**src/rtl/bus_pkg.sv**
```systemverilog
`default_nettype none
// ============================================================================
// Module      : bus_pkg
// Description : Types and helpers shared by the bus initiators and the slaves
//               that answer the bstart/bdone protocol.
// Revision    : 1.0 - initial release
// ============================================================================
package bus_pkg;

    // Direction of a bus transaction.
    typedef enum logic {
        READ  = 1'b0,
        WRITE = 1'b1
    } ttype_t;

    // Transfer size. Data is always LSB-aligned on the bus.
    typedef enum logic [1:0] {
        BYTE = 2'd0,
        HALF = 2'd1,
        WORD = 2'd2
    } tsize_t;

    // Response error code.
    typedef enum logic [1:0] {
        NONE     = 2'd0,
        MISALIGN = 2'd1,
        TIMEOUT  = 2'd2
    } berr_t;

    // Natural alignment check on the two address LSBs. The undefined size
    // encoding is held to word alignment, the strictest rule.
    function automatic logic is_aligned(input logic [1:0] addr_lo, input tsize_t size);
        logic ok;
        case (size)
            BYTE:    ok = 1'b1;
            HALF:    ok = ~addr_lo[0];
            default: ok = (addr_lo == 2'b00);
        endcase
        return ok;
    endfunction

endpackage
`default_nettype wire

```
**src/rtl/load_extend.sv**
```systemverilog
`default_nettype none
// ============================================================================
// Module      : load_extend
// Description : Combinational zero/sign extension of LSB-aligned load data.
// Revision    : 1.0 - initial release
// Ports       : i_rdata    - raw LSB-aligned read data
//               i_size     - transfer size (bus_pkg::tsize_t)
//               i_unsigned - 1 = zero-extend, 0 = sign-extend
//               o_data     - extended 32-bit word
// ============================================================================
module load_extend
    import bus_pkg::*;
(
    input  logic [31:0] i_rdata,
    input  tsize_t      i_size,
    input  logic        i_unsigned,
    output logic [31:0] o_data
);

    logic w_fill_b;
    logic w_fill_h;

    // Fill bit is the sign bit of the narrow value, or zero for unsigned loads.
    assign w_fill_b = ~i_unsigned & i_rdata[7];
    assign w_fill_h = ~i_unsigned & i_rdata[15];

    always_comb begin
        o_data = i_rdata;
        case (i_size)
            BYTE:    o_data = {{24{w_fill_b}}, i_rdata[7:0]};
            HALF:    o_data = {{16{w_fill_h}}, i_rdata[15:0]};
            default: o_data = i_rdata;
        endcase
    end

endmodule
`default_nettype wire

```
**src/rtl/bus_initiator.sv**
```systemverilog
`default_nettype none
// ============================================================================
// Module      : bus_initiator
// Description : Single-outstanding data-bus initiator between the CPU
//               load/store stage and the bstart/bdone system bus.
// Revision    : 1.0 - initial release
// Ports       : clk, rst          - clock, synchronous active-high reset
//               req_*             - CPU request (valid/ready handshake)
//               resp_*            - one-cycle registered response
//               bus_bstart..wdata - transaction launch and held attributes
//               bus_bdone, rdata  - slave completion and read data
// ============================================================================
module bus_initiator #(
    parameter int AW      = 32,
    parameter int TIMEOUT = 16
) (
    input  logic          clk,
    input  logic          rst,
    input  logic          req_valid,
    output logic          req_ready,
    input  logic          req_write,
    input  logic [1:0]    req_size,
    input  logic          req_unsigned,
    input  logic [AW-1:0] req_addr,
    input  logic [31:0]   req_wdata,
    output logic          resp_valid,
    output logic [31:0]   resp_rdata,
    output logic [1:0]    resp_err,
    output logic          bus_bstart,
    output logic          bus_ttype,
    output logic [1:0]    bus_tsize,
    output logic [AW-1:0] bus_addr,
    output logic [31:0]   bus_wdata,
    input  logic          bus_bdone,
    input  logic [31:0]   bus_rdata
);

    import bus_pkg::*;

    typedef enum logic [1:0] {
        IDLE  = 2'd0,
        ISSUE = 2'd1,
        WAIT  = 2'd2,
        RESP  = 2'd3
    } state_t;

    localparam int c_cnt_w = (TIMEOUT > 2) ? $clog2(TIMEOUT) : 1;
    // The counter is 0 in the first WAIT cycle; leaving WAIT when it is about
    // to reach TIMEOUT-1 puts the response TIMEOUT cycles after bstart.
    localparam logic [c_cnt_w-1:0] c_cnt_last = c_cnt_w'(TIMEOUT - 2);

    state_t               r_state;
    state_t               w_state_nxt;
    logic [c_cnt_w-1:0]   r_cnt;
    logic                 r_write;
    tsize_t               r_size;
    logic                 r_unsigned;
    logic [AW-1:0]        r_addr;
    logic [31:0]          r_wdata;
    logic [31:0]          r_resp_rdata;
    berr_t                r_resp_err;
    logic                 w_bus_act;
    logic                 w_accept;
    logic                 w_aligned;
    logic                 w_timeout;
    logic [31:0]          w_ext;

    assign w_accept  = (r_state == IDLE) && req_valid;
    assign w_aligned = is_aligned(req_addr[1:0], tsize_t'(req_size));
    // bdone has priority: the timeout only fires in a cycle without bdone.
    assign w_timeout = (r_state == WAIT) && !bus_bdone && (r_cnt == c_cnt_last);

    load_extend u_load_extend (
        .i_rdata    (bus_rdata),
        .i_size     (r_size),
        .i_unsigned (r_unsigned),
        .o_data     (w_ext)
    );

    always_ff @(posedge clk) begin
        if (rst) begin
            r_state <= IDLE;
        end else begin
            r_state <= w_state_nxt;
        end
    end

    always_comb begin
        w_state_nxt = r_state;
        req_ready   = 1'b0;
        bus_bstart  = 1'b0;
        resp_valid  = 1'b0;
        w_bus_act   = 1'b0;
        case (r_state)
            IDLE: begin
                req_ready = 1'b1;
                if (req_valid) begin
                    w_state_nxt = w_aligned ? ISSUE : RESP;
                end
            end
            ISSUE: begin
                bus_bstart  = 1'b1;
                w_bus_act   = 1'b1;
                w_state_nxt = WAIT;
            end
            WAIT: begin
                w_bus_act = 1'b1;
                if (bus_bdone || w_timeout) begin
                    w_state_nxt = RESP;
                end
            end
            RESP: begin
                resp_valid  = 1'b1;
                w_state_nxt = IDLE;
            end
            default: w_state_nxt = IDLE;
        endcase
    end

    // Timeout counter: cleared while bstart is out, counts in WAIT.
    always_ff @(posedge clk) begin
        if (rst) begin
            r_cnt <= '0;
        end else if (r_state == ISSUE) begin
            r_cnt <= '0;
        end else if (r_state == WAIT) begin
            r_cnt <= r_cnt + c_cnt_w'(1);
        end
    end

    // Request latch and response register.
    always_ff @(posedge clk) begin
        if (rst) begin
            r_write      <= 1'b0;
            r_size       <= BYTE;
            r_unsigned   <= 1'b0;
            r_addr       <= '0;
            r_wdata      <= '0;
            r_resp_rdata <= '0;
            r_resp_err   <= NONE;
        end else begin
            if (w_accept) begin
                r_write      <= req_write;
                r_size       <= tsize_t'(req_size);
                r_unsigned   <= req_unsigned;
                r_addr       <= req_addr;
                r_wdata      <= req_wdata;
                r_resp_rdata <= '0;
                r_resp_err   <= w_aligned ? NONE : MISALIGN;
            end else if ((r_state == WAIT) && bus_bdone) begin
                r_resp_rdata <= r_write ? 32'd0 : w_ext;
                r_resp_err   <= NONE;
            end else if (w_timeout) begin
                r_resp_rdata <= '0;
                r_resp_err   <= bus_pkg::TIMEOUT;
            end
        end
    end

    // Bus attributes are only visible while a transaction is on the bus.
    assign bus_addr   = w_bus_act ? r_addr  : '0;
    assign bus_tsize  = w_bus_act ? r_size  : 2'b00;
    assign bus_ttype  = w_bus_act ? r_write : 1'b0;
    assign bus_wdata  = w_bus_act ? r_wdata : 32'd0;

    assign resp_rdata = resp_valid ? r_resp_rdata : 32'd0;
    assign resp_err   = resp_valid ? r_resp_err   : 2'b00;

endmodule
`default_nettype wire

```
**config.mk**
```make
export PLATFORM = sky130hd
export DESIGN_NAME = bus_initiator
export DESIGN_NICKNAME = d
export VERILOG_FILES = /design/src/rtl/bus_pkg.sv /design/src/rtl/load_extend.sv /design/src/rtl/bus_initiator.sv
export SDC_FILE = /design/constraint.sdc
export NUM_CORES = 1
export LEC_CHECK = 0
export CORE_ASPECT_RATIO = 1.25
export CORE_UTILIZATION = 40
export CTS_BUF_LIST = sky130_fd_sc_hd__clkbuf_8
export DETAILED_ROUTE_END_ITERATION = 6
export GPL_TIMING_DRIVEN = 0
export PLACE_DENSITY = 0.78
export SLEW_MARGIN = 40
export SYNTH_ARGS = -nofsm -noshare
export SYNTH_HDL_FRONTEND = slang
export SYNTH_HIERARCHICAL = 1
export SYNTH_SLANG_ARGS = --single-unit
export TNS_END_PERCENT = 50
```
**constraint.sdc**
```tcl
create_clock -name clk -period 4.25 [get_ports clk]
set_input_delay 0.425 -clock clk [delete_from_list [all_inputs] [get_ports clk]]
set_output_delay 0.425 -clock clk [all_outputs]
set_load 0.01 [all_outputs]
```
==> out/qor.tcl <==
set qor(r2r_cells) 7
set qor(synth_top_area_share_pct) 44.6
set qor(syn-num-nets) 708
set qor(post-dp-hpwl_microns) 10500
set qor(finalSetupTns_ns) 0
set qor(finish.cell_count_without_fillers) 974
set qor(netlist_top_cells_area) {dfxtp_1, and2_1, nand2_1}
set qor(hp-class) {primary input to flip-flop}
set qor(portBuffers) 200
set qor(cts-root-to-sink-buffers) 2
set qor(syn_inst) 597
set qor(grt_start_max_net_pins) 18
set qor(power.total_mw) 3.37
set qor(dr_total_vias) 4718
set qor(n_antenna_cell) 0
set qor(cts_made_buffers) 9
set qor(cell_repeated_most_along_the_worst_path) {clkbuf_1}
set qor(cpPeakStageDelay_ns) 0.54
set qor(timing.final.crit_share_pct) 74.8
set qor(yosys_most_used_dff) {dfxtp_1}
set qor(post-synth-top-area-cell) {dfxtp_1}
set qor(endpoint_kind) {output port}
set qor(fmaxAchievable_mhz) 315
set qor(worstSetupStartpointType) {flip-flop}
set qor(cp.arrival_ns) 2.75
set qor(yosysWarnings) 6
set qor(ctsResizeCount) 0
set qor(die_x_microns) 100
set qor(layout-drive-gt1-share_pct) 6.15
set qor(drtAntennaViolNets) 0
set qor(period_needed_ns) 3.18
set qor(post-route-cell-area_sq_um) 7240
set qor(synthDistinctLibCells) 35
set qor(final_critical_path_setup_slack_ns) 1.07
set qor(finalWirelength_microns) 13700
set qor(cellLeakagePower_nw) 2.76
set qor(nets) 919
set qor(row_count) 44
set qor(postSynthAreaPerCell_sq_um) 8.12
set qor(final_max_slew_viol_count) 0
set qor(cell_internal_pwr_mw) 2.10
set qor(rsz0062_at_grt) {no}
set qor(power.density_cell_area_nw_per_um2) 464
set qor(max_cap_viols) 0
set qor(power.switching_fraction_pct) 37.5
set qor(placed_cells) 958
set qor(r2r_setup_slack_ns) 2.43
set qor(clockRootBuffer) {clkbuf_8}
set qor(grt_first_pass_wirelength_microns) 22000
set qor(drt_iter0_drc) 142
set qor(flop_and_latch_count_out_of_synthesis) 108
set qor(fin_hold_ws_ns) 0.267
set qor(insertion_delay_ns) 0.37
set qor(worst_slew_pin_slew_ns) 0.596
set qor(core-area_sq_um) 11700
set qor(timing.slew.headroom_pct) 60.3
set qor(cts_sinks) 108
set qor(die_area_sq_um) 12600
set qor(synth_to_final_area_change_pct) 49.4
set qor(p_comb_share_pct) 44.3
set qor(power.ir.vdd_worst_mv) 0.241
set qor(final-hold-violation-count) 0
set qor(report.final.setup_viol) 0
set qor(power.switching_mw) 1.26
set qor(worstHoldStart) {bus_rdata[0]}
set qor(status) {completed}
set qor(r2r_start) {r_state[0]}
set qor(initial_antenna_violation_count) 0
set qor(globalplace.congestion) 0.763
set qor(final_util_pct) 61.8
set qor(hold_critical_path_endpoint) {r_resp_rdata[0]}
set qor(path_max_fanout) 10
set qor(power.share.clock_pct) 18.3
set qor(layout.cells.most_common_list) {clkdlybuf4s50_1, nand2_1, dfxtp_1}
set qor(crit_chain) {inv_1 > ha_1 > clkbuf_1 > clkbuf_1 > and2_1 > clkdlybuf4s50_1}
set qor(worstHoldPathCells) 2
set qor(post_synthesis_instance_area_sq_um) 4850
set qor(groute.usage.overall_pct) 21.8
set qor(initial_core_util_pct) 41.4
set qor(first_global_vias) 4565
set qor(minimum_setup_slack_after_placement_ns) 1.44
set qor(cts_setup_buffers) 0
set qor(synth_seq_area_share_pct) 44.6
set qor(mostFrequentLayoutCell) {clkdlybuf4s50_1}
set qor(asr_flop_ratio_synth_pct) 0
set qor(grt_remaining_overflow) 0
set qor(timing.clock.skew_ns) 0.00862
set qor(cts.reportedPaths.clkPinSlew_ns) 0.10
set qor(critPathSlowestCell) {clkdlybuf4s50_1}
set qor(path_class) {flip-flop to output port}
set qor(endpoint_of_the_most_critical_register_to_register_path) {r_wdata[19]}
set qor(sequentialPowerShare_pct) 37.4
set qor(drt-vias-per-instance) 4.84
set qor(tritoncts) {done}
set qor(detail_route.drc_violations) 0
set qor(avgRoutedWirePerCell_microns) 14.0
set qor(dpl_cell_area_sq_um) 7050
set qor(die_h_microns) 125
set qor(detailed_routing_iterations_pass_1) 4
set qor(cts.hold.buffers_added) 0
set qor(cts_htree_levels) 3
set qor(ios) 208
set qor(crit_required_ns) 3.83
set qor(synth-edff-count) 0
power groups by stage:
stage	clock network, mW	logic [mW]	registers, mW
global placement	0	1.45	1.27
CTS	0.633	1.51	1.26
finish	0.616	1.49	1.26
floorplan	0	0.889	1.25
detailed placement	0	1.50	1.28
global route	0.670	1.66	1.28
area by class of cell:
class | count | area [sq um]
Fill cell | 1042 | 4480
Multi-Input combinational cell | 428 | 2340
Sequential cell | 108 | 2160
Timing Repair Buffer | 200 | 2000
Buffer | 56 | 332
Tap cell | 161 | 201
Clock buffer | 9 | 124
Clock inverter | 7 | 67.6
Inverter | 5 | 18.8
state kept, by name, summed over array words and instances (netlist names):
name	flops
r_state	2
r_resp_rdata	32
r_resp_err	2
r_write	1
r_unsigned	1
r_size	2
r_addr	32
r_wdata	32
r_cnt	4
synth_stat cells, drive strengths merged, types with 4 or more instances:
cell,n
a21oi,72
a22o,32
and2,102
buf,31
clkbuf,25
dfxtp,108
ha,7
inv,5
nand2,163
nor3,4
o21ai,24
worst max path at each step:
| stage | from | end | slack, ns |
|---|---|---|---|
| global route | r_state[1] | bus_wdata[28] | 0.84 |
| detailed placement | r_state[1] | bus_wdata[19] | 1.44 |
| global placement | r_state[0] | bus_wdata[29] | 1.48 |
| floorplan | r_state[1] | bus_wdata[10] | 2.45 |
| CTS | r_state[1] | bus_wdata[19] | 1.02 |
| finish | r_state[0] | bus_wdata[27] | 1.07 |
logic make-up (layout without fill, tap and decap cells):
family / count (synthesis) / in the layout / synth area share [%]
simple gates: 278 / 278 / 27.7
mux: 1 / 1 / 0.284
buf+inv: 61 / 277 / 7.22
compound gates: 139 / 139 / 17.8
flops: 108 / 108 / 44.6
fa+ha+maj: 7 / 7 / 1.81
xor+xnor: 3 / 3 / 0.542
worst max-delay path, delay by kind of cell (launching register included):
| family | cells | cell delay [ns] |
|---|---|---|
| fa+ha+maj | 1 | 0.39 |
| buf+inv | 4 | 1.40 |
| flops | 1 | 0.40 |
| simple gates | 1 | 0.20 |
routing by layer:
layer	track usage, %	vias up	wire length (microns)
li1	-	2358	-
met5	0	-	0
met1	25.3	2180	5770
met4	6.22	0	192
met2	39.3	162	6900
met3	5.37	18	825
No activity file was read; power rests on OpenSTA's default activity.
